--- src/rtl/io_pkg.sv ---
// Shared definitions for the memory-mapped I/O responder:
// register offsets, status/control bit positions and the ctrl register layout.
package io_pkg;

   localparam logic [3:0] OFF_DATA   = 4'd0;
   localparam logic [3:0] OFF_STATUS = 4'd1;
   localparam logic [3:0] OFF_CTRL   = 4'd2;
   localparam logic [3:0] OFF_TLO    = 4'd3;
   localparam logic [3:0] OFF_THI    = 4'd4;

   localparam int ST_TX_FULL  = 0;
   localparam int ST_TX_EMPTY = 1;
   localparam int ST_RX_FULL  = 2;
   localparam int ST_TX_OVF   = 3;
   localparam int ST_TIMER    = 5;
   localparam int ST_IRQ      = 7;

   localparam int CT_RX_IE     = 0;
   localparam int CT_TXE_IE    = 1;
   localparam int CT_TIMER_IE  = 2;
   localparam int CT_TIMER_RUN = 3;

   typedef struct packed {
      logic timer_run;
      logic timer_ie;
      logic tx_empty_ie;
      logic rx_ie;
   } ctrl_t;

endpackage

--- src/rtl/io_fifo.sv ---
// Small synchronous FIFO with push/pop and head view.
// Callers must not push when full or pop when empty.
module io_fifo #(
   parameter int WIDTH = 8,
   parameter int DEPTH = 4
) (
   input  logic             clk,
   input  logic             rst,
   input  logic             push,
   input  logic             pop,
   input  logic [WIDTH-1:0] din,
   output logic [WIDTH-1:0] head,
   output logic             full,
   output logic             empty
);

   localparam int AW = (DEPTH > 1) ? $clog2(DEPTH) : 1;
   localparam logic [AW:0] FULL_CNT = (AW + 1)'(DEPTH);

   logic [WIDTH-1:0] mem [DEPTH];
   logic [AW-1:0]    wr_ptr;
   logic [AW-1:0]    rd_ptr;
   logic [AW:0]      count;

   // power-of-two depth lets the pointers wrap by natural overflow
   always_ff @(posedge clk or posedge rst) begin
      if (rst) begin
         wr_ptr <= '0;
         rd_ptr <= '0;
         count  <= '0;
      end else begin
         if (push) wr_ptr <= wr_ptr + 1'b1;
         if (pop)  rd_ptr <= rd_ptr + 1'b1;
         if (push && !pop)      count <= count + 1'b1;
         else if (pop && !push) count <= count - 1'b1;
      end
   end

   always_ff @(posedge clk) begin
      if (push) mem[wr_ptr] <= din;
   end

   assign full  = (count == FULL_CNT);
   assign empty = (count == '0);
   assign head  = empty ? '0 : mem[rd_ptr];

endmodule

--- src/rtl/io_responder.sv ---
// Memory-mapped I/O target: TX FIFO, RX holding register,
// reloading interval timer and a level interrupt request.
module io_responder
   import io_pkg::*;
#(
   parameter logic [15:0] BASE_ADDR  = 16'hF000,
   parameter int          FIFO_DEPTH = 4
) (
   input  logic        ph2,
   input  logic        reset,
   input  logic [15:0] address,
   input  logic        read_en,
   input  logic [7:0]  wdata,
   output logic [7:0]  rdata,
   output logic        sel,
   output logic [7:0]  tx_data,
   output logic        tx_valid,
   input  logic        tx_ready,
   input  logic [7:0]  rx_data,
   input  logic        rx_valid,
   output logic        rx_ready,
   output logic        irq
);

   logic [3:0]  off;
   logic        bus_wr;
   logic        bus_rd;
   logic        hit_data;
   logic        hit_status;
   logic        hit_ctrl;
   logic        hit_tlo;
   logic        hit_thi;

   logic        tx_full;
   logic        tx_empty;
   logic        push_req;
   logic        push;
   logic        pop;

   logic        rx_full;
   logic [7:0]  rx_hold;
   logic        tx_ovf;
   logic        timer_flag;
   ctrl_t       ctrl;
   logic [15:0] reload;
   logic [15:0] count;
   logic [7:0]  status;
   logic        thi_wr;
   logic        wrap;

   assign sel    = (address[15:4] == BASE_ADDR[15:4]);
   assign off    = address[3:0];
   assign bus_wr = sel & ~read_en;
   assign bus_rd = sel & read_en;

   assign hit_data   = (off == OFF_DATA);
   assign hit_status = (off == OFF_STATUS);
   assign hit_ctrl   = (off == OFF_CTRL);
   assign hit_tlo    = (off == OFF_TLO);
   assign hit_thi    = (off == OFF_THI);

   // full is judged before the edge, so a same-cycle pop never rescues a push
   assign push_req = bus_wr & hit_data;
   assign push     = push_req & ~tx_full;
   assign pop      = tx_valid & tx_ready;
   assign tx_valid = ~tx_empty;
   assign rx_ready = ~rx_full;

   io_fifo #(
      .WIDTH (8),
      .DEPTH (FIFO_DEPTH)
   ) u_fifo (
      .clk   (ph2),
      .rst   (reset),
      .push  (push),
      .pop   (pop),
      .din   (wdata),
      .head  (tx_data),
      .full  (tx_full),
      .empty (tx_empty)
   );

   assign thi_wr = bus_wr & hit_thi;
   assign wrap   = ctrl.timer_run & (count == '0) & ~thi_wr;

   always_ff @(posedge ph2 or posedge reset) begin
      if (reset) begin
         rx_full <= 1'b0;
         rx_hold <= '0;
      end else if (rx_valid && rx_ready) begin
         rx_full <= 1'b1;
         rx_hold <= rx_data;
      end else if (bus_rd && hit_data) begin
         rx_full <= 1'b0;
      end
   end

   // set beats write-one-to-clear on both sticky flags
   always_ff @(posedge ph2 or posedge reset) begin
      if (reset) begin
         tx_ovf     <= 1'b0;
         timer_flag <= 1'b0;
      end else begin
         if (push_req && tx_full)
            tx_ovf <= 1'b1;
         else if (bus_wr && hit_status && wdata[ST_TX_OVF])
            tx_ovf <= 1'b0;
         if (wrap)
            timer_flag <= 1'b1;
         else if (bus_wr && hit_status && wdata[ST_TIMER])
            timer_flag <= 1'b0;
      end
   end

   always_ff @(posedge ph2 or posedge reset) begin
      if (reset) begin
         ctrl   <= '0;
         reload <= '0;
         count  <= '0;
      end else begin
         if (bus_wr && hit_ctrl) ctrl <= ctrl_t'(wdata[3:0]);
         if (bus_wr && hit_tlo)  reload[7:0] <= wdata;
         if (thi_wr) begin
            reload[15:8] <= wdata;
            count        <= {wdata, reload[7:0]};
         end else if (ctrl.timer_run) begin
            if (count != '0) count <= count - 16'd1;
            else             count <= reload;
         end
      end
   end

   assign irq = (rx_full & ctrl.rx_ie)
              | (tx_empty & ctrl.tx_empty_ie)
              | (timer_flag & ctrl.timer_ie);

   always_comb begin
      status              = '0;
      status[ST_TX_FULL]  = tx_full;
      status[ST_TX_EMPTY] = tx_empty;
      status[ST_RX_FULL]  = rx_full;
      status[ST_TX_OVF]   = tx_ovf;
      status[ST_TIMER]    = timer_flag;
      status[ST_IRQ]      = irq;
   end

   always_comb begin
      rdata = '0;
      if (bus_rd) begin
         unique case (1'b1)
            hit_data:   rdata = rx_hold;
            hit_status: rdata = status;
            hit_ctrl:   rdata = {4'b0, ctrl};
            hit_tlo:    rdata = count[7:0];
            hit_thi:    rdata = count[15:8];
            default:    rdata = '0;
         endcase
      end
   end

endmodule

--- config.mk ---
export PLATFORM = sky130hd
export DESIGN_NAME = io_responder
export DESIGN_NICKNAME = d
export VERILOG_FILES = /design/src/rtl/io_pkg.sv /design/src/rtl/io_fifo.sv /design/src/rtl/io_responder.sv
export SDC_FILE = /design/constraint.sdc
export NUM_CORES = 1
export LEC_CHECK = 0
export ABC_AREA = 1
export CAP_MARGIN = 10
export CORE_ASPECT_RATIO = 1.2
export CORE_MARGIN = 4
export CORE_UTILIZATION = 55
export CTS_CLUSTER_SIZE = 25
export DETAILED_ROUTE_END_ITERATION = 16
export PLACE_DENSITY = 0.79
export SKIP_CTS_REPAIR_TIMING = 1
export SYNTH_ARGS = -nofsm -noshare
export SYNTH_HDL_FRONTEND = slang
export SYNTH_SLANG_ARGS = --single-unit
export TNS_END_PERCENT = 20
--- constraint.sdc ---
create_clock -name ph2 -period 2 [get_ports ph2]
set_input_delay 0.4 -clock ph2 [delete_from_list [all_inputs] [get_ports ph2]]
set_output_delay 0.4 -clock ph2 [all_outputs]
set_load 0.1 [all_outputs]
==> impl_metrics.yaml <==
run_status:
  outcome: "complete, but fails checks"
  violations: "setup timing"
setup_path:
  crit_type: "flop to primary output"
  crit_end: "rdata[7]"
  critPathMaxStageDelay_ns: 0.44
  slowest_stage: "dfrtp_2"
  crit_fanout: 4
  startpoint_type: "flop"
  critPathTopFamily: "flip-flops"
  path_depth: 6
  rr_startpoint: "u_fifo.count[0]$_DFFE_PP0P_"
  worstSetupStartpoint: "u_fifo.count[0]$_DFFE_PP0P_"
  rr_worst_depth: 9
  worst_ep_required_time_ns: 1.60
  crit_buf_inv: 2
  r2r_end: "u_fifo.count[1]$_DFFE_PP0P_"
  arrival_ns: 1.73
  crit_chain: "inv_2 -> nand3_4 -> o211ai_1 -> nand2_1 -> a21oi_4 -> buf_12"
  rrSetupSlack_ns: 0.12
  worst_setup_path_end_kind: "primary output"
detailed_routing:
  wl_per_cell_um: 16.5
  antenna_left: 0
  via_per_inst: 5.41
  drt_iter0_markers: 306
  drc_errors: 0
  first_pass_iters: 6
  routed_wirelength_um: 13300
  vias: 4337
placed_design:
  placed_cells: 773
  io_buffers: 56
  place_congestion: 0.911
  dp_hpwl_um: 9700
grt:
  grt_use_met1_pct: 33.2
  grt_pass1_wl_um: 20900
  grt_pass1_vias: 4258
  grt_usage_pct: 26.9
  grt_overflow: 0
  use_met3_pct: 4.42
  gr-max-usage-layer: "met2"
  antenna_found_initial: 0
  grt_max_degree: 39
  met2_usage_pct: 47.0
cells_and_area:
  fillers: 574
  nets: 728
  antennaDiodeCount: 0
  instances_no_fill: 802
  fin_util_pct: 77.7
  area_delta_synth_final_pct: 35.9
  drive_above_1_share_pct: 25.9
pwr:
  p_sw_mw: 3.11
  cellPowerDensity_nw_per_um2: 1090
  p_seq_share_pct: 32.2
  internal_power_mw: 3.82
  power_leakage_nw: 2.98
  combPwrFrac_pct: 49.5
  swShare_pct: 44.9
  clock_power_share_pct: 18.2
  vdd_drop_max_v: 0.000493
clocking:
  tritoncts: "built"
  clk_latency_ns: 0.37
  cts.clk_slew.worst_paths_ns: 0.10
  cts_made_buffers: 9
  htree_levels: 3
  cts_buffer_depth: 2
  cts_sinks: 86
  clockRootBuffer: "clkbuf_8"
synth:
  synth_edf_count: 32
  synth_cell_type_count: 40
  synthArstFlopShare_pct: 62.8
  syn_nets: 617
  yosysWarnings: 0
  synth_seq_cells: 86
  seq_area_frac_synth_pct: 49.3
  synth_area_sq_um: 4690
  avgSynthCellArea_sq_um: 8.19
  postSynthCellCount: 572
  ys.flop_type: "dfrtp_1"
die:
  ioPinCount: 57
  initial_core_util_pct: 57.2
  die_w_um: 92.3
  row_count: 36
  die_h_um: 109
  core-area_sq_um: 8200
  die-area_sq_um: 10100
sta:
  fin_worst_skew_ns: 0.0161
  max_freq_mhz: 470
  whs_ns: 0.275
  worst_slew_pin_slew_ns: 0.437
  slew_headroom_pct: 70.8
  finalCritPeriodShare_pct: 106
  final-hold-violation-count: 0
  rsz0062_at_grt: "yes"
  setup_viol: 16
  layout_min_cycle_time_ns: 2.13
  slew_viol_final: 0
  setup_ws_ns: -0.126
run:
  drv_cap: 0
hold_path:
  holdCritPathClass: "input port to async pin"
per-stage QoR:
step | TNS, ns | instance area (sq um) | worst slack [ns] | total power, mW
after floorplan | -16.14 | 4790 | -1.75 | 4.36
after global placement | -11.72 | 5970 | -0.481 | 5.41
after detailed placement | -15.49 | 5970 | -0.622 | 5.46
after CTS | -6.67 | 6170 | -0.499 | 6.73
after global routing | -2.24 | 6370 | -0.220 | 7.31
final | -0.815 | 6370 | -0.126 | 6.94
cell usage after synthesis, types with 2 or more instances:
library cell  instances  area [sq um]
o21bai_1              2          15.0
nor2_1               90           338
nor2_2                7          43.8
nor2_4                5          56.3
nand3_1              35           175
nand2_2               8          50.1
dfrtp_1              54          1350
a21oi_1              22           110
nand2_1             138           518
o211ai_1              4          30.0
xor2_1                6          52.6
inv_2                 5          18.8
inv_1                63           236
o22ai_1               8          50.1
nand3_2               3          30.0
o21ai_0              42           210
mux2_2                6          67.6
nand4_1               5          31.3
ha_1                  7          87.6
a31oi_1               2          12.5
buf_6                 3          33.8
o21ai_1               3          15.0
edfxtp_1             32           961
clkbuf_1              3          11.3
buf_2                 4          20.0
cell families after synthesis:
group                    Yosys count  synth area share [%]
XOR/XNOR                           7                  1.31
flip-flops                        86                  49.3
AND/OR/NAND/NOR                  298                  28.2
multiplexers                       6                  1.44
AO/OA/AOI/OAI                     84                  9.61
buffers and inverters             83                  7.80
adder cells (fa/ha/maj)            8                  2.30
worst reg2reg max path: cells and delay by family (launching register included):
family          cells  cell delay [ns]
compound gates      1             0.05
fa+ha+maj           2             0.62
buf+inv             3             0.23
flops               1             0.44
simple gates        3             0.44
layout make-up:
class / count / area [sq um] / area share [%]
clock buffer: 9 / 124 / 1.95
clock inverter: 7 / 78.8 / 1.24
inverter: 69 / 280 / 4.40
multi-input combinational: 403 / 2180 / 34.3
sequential: 86 / 2320 / 36.4
tap: 114 / 143 / 2.24
timing repair buffer: 114 / 1240 / 19.5
cell usage in the layout (no fill, tap or decap), drive strengths merged, types with 6 or more instances in the layout:
master,n
dfrtp,54
ha,7
nand4,7
inv,70
nor2,102
nand2,146
dlymetal6s2s,8
nand3,38
edfxtp,32
a21oi,22
mux2,6
clkbuf,16
o22ai,8
o21ai,45
clkdlybuf4s50,20
buf,79
xor2,6
power by group through the flow:
stage | logic (mW) | clock network (mW) | registers (mW)
floorplan | 2.19 | 0 | 2.17
global placement | 3.11 | 0 | 2.31
detailed placement | 3.16 | 0 | 2.30
CTS | 3.17 | 1.29 | 2.27
global route | 3.67 | 1.38 | 2.26
finish | 3.44 | 1.27 | 2.24
routing by layer:
layer / share of wire [%] / vias to the layer above
li1: - / 2070
met3: 6.0 / 34
met5: 0 / -
met2: 52 / 187
met4: 3.2 / 0
met1: 39 / 2046
worst min path at each step:
stage / startpoint / end / depth (start not counted)
after floorplan: reload[8]$_DFFE_PP0N_ / reload[8]$_DFFE_PP0N_ / 2
after global placement: reload[8]$_DFFE_PP0N_ / reload[8]$_DFFE_PP0N_ / 2
after detailed placement: count[1]$_DFFE_PP0P_ / count[1]$_DFFE_PP0P_ / 2
after CTS: reset / u_fifo.wr_ptr[1]$_DFFE_PP0P_ / 2
after global routing: reset / u_fifo.rd_ptr[0]$_DFFE_PP0P_ / 2
final: reset / rx_hold[2]$_DFFE_PP0P_ / 2
registers in the layout, indices dropped and copies added (netlist names):
register / flops
rx_full: 1
ctrl: 4
tx_ovf: 1
u_fifo.rd_ptr: 2
count: 16
u_fifo.wr_ptr: 2
u_fifo.count: 3
rx_hold: 8
u_fifo.mem: 32
timer_flag: 1
reload: 16
No activity file was read; power rests on OpenSTA's default activity.
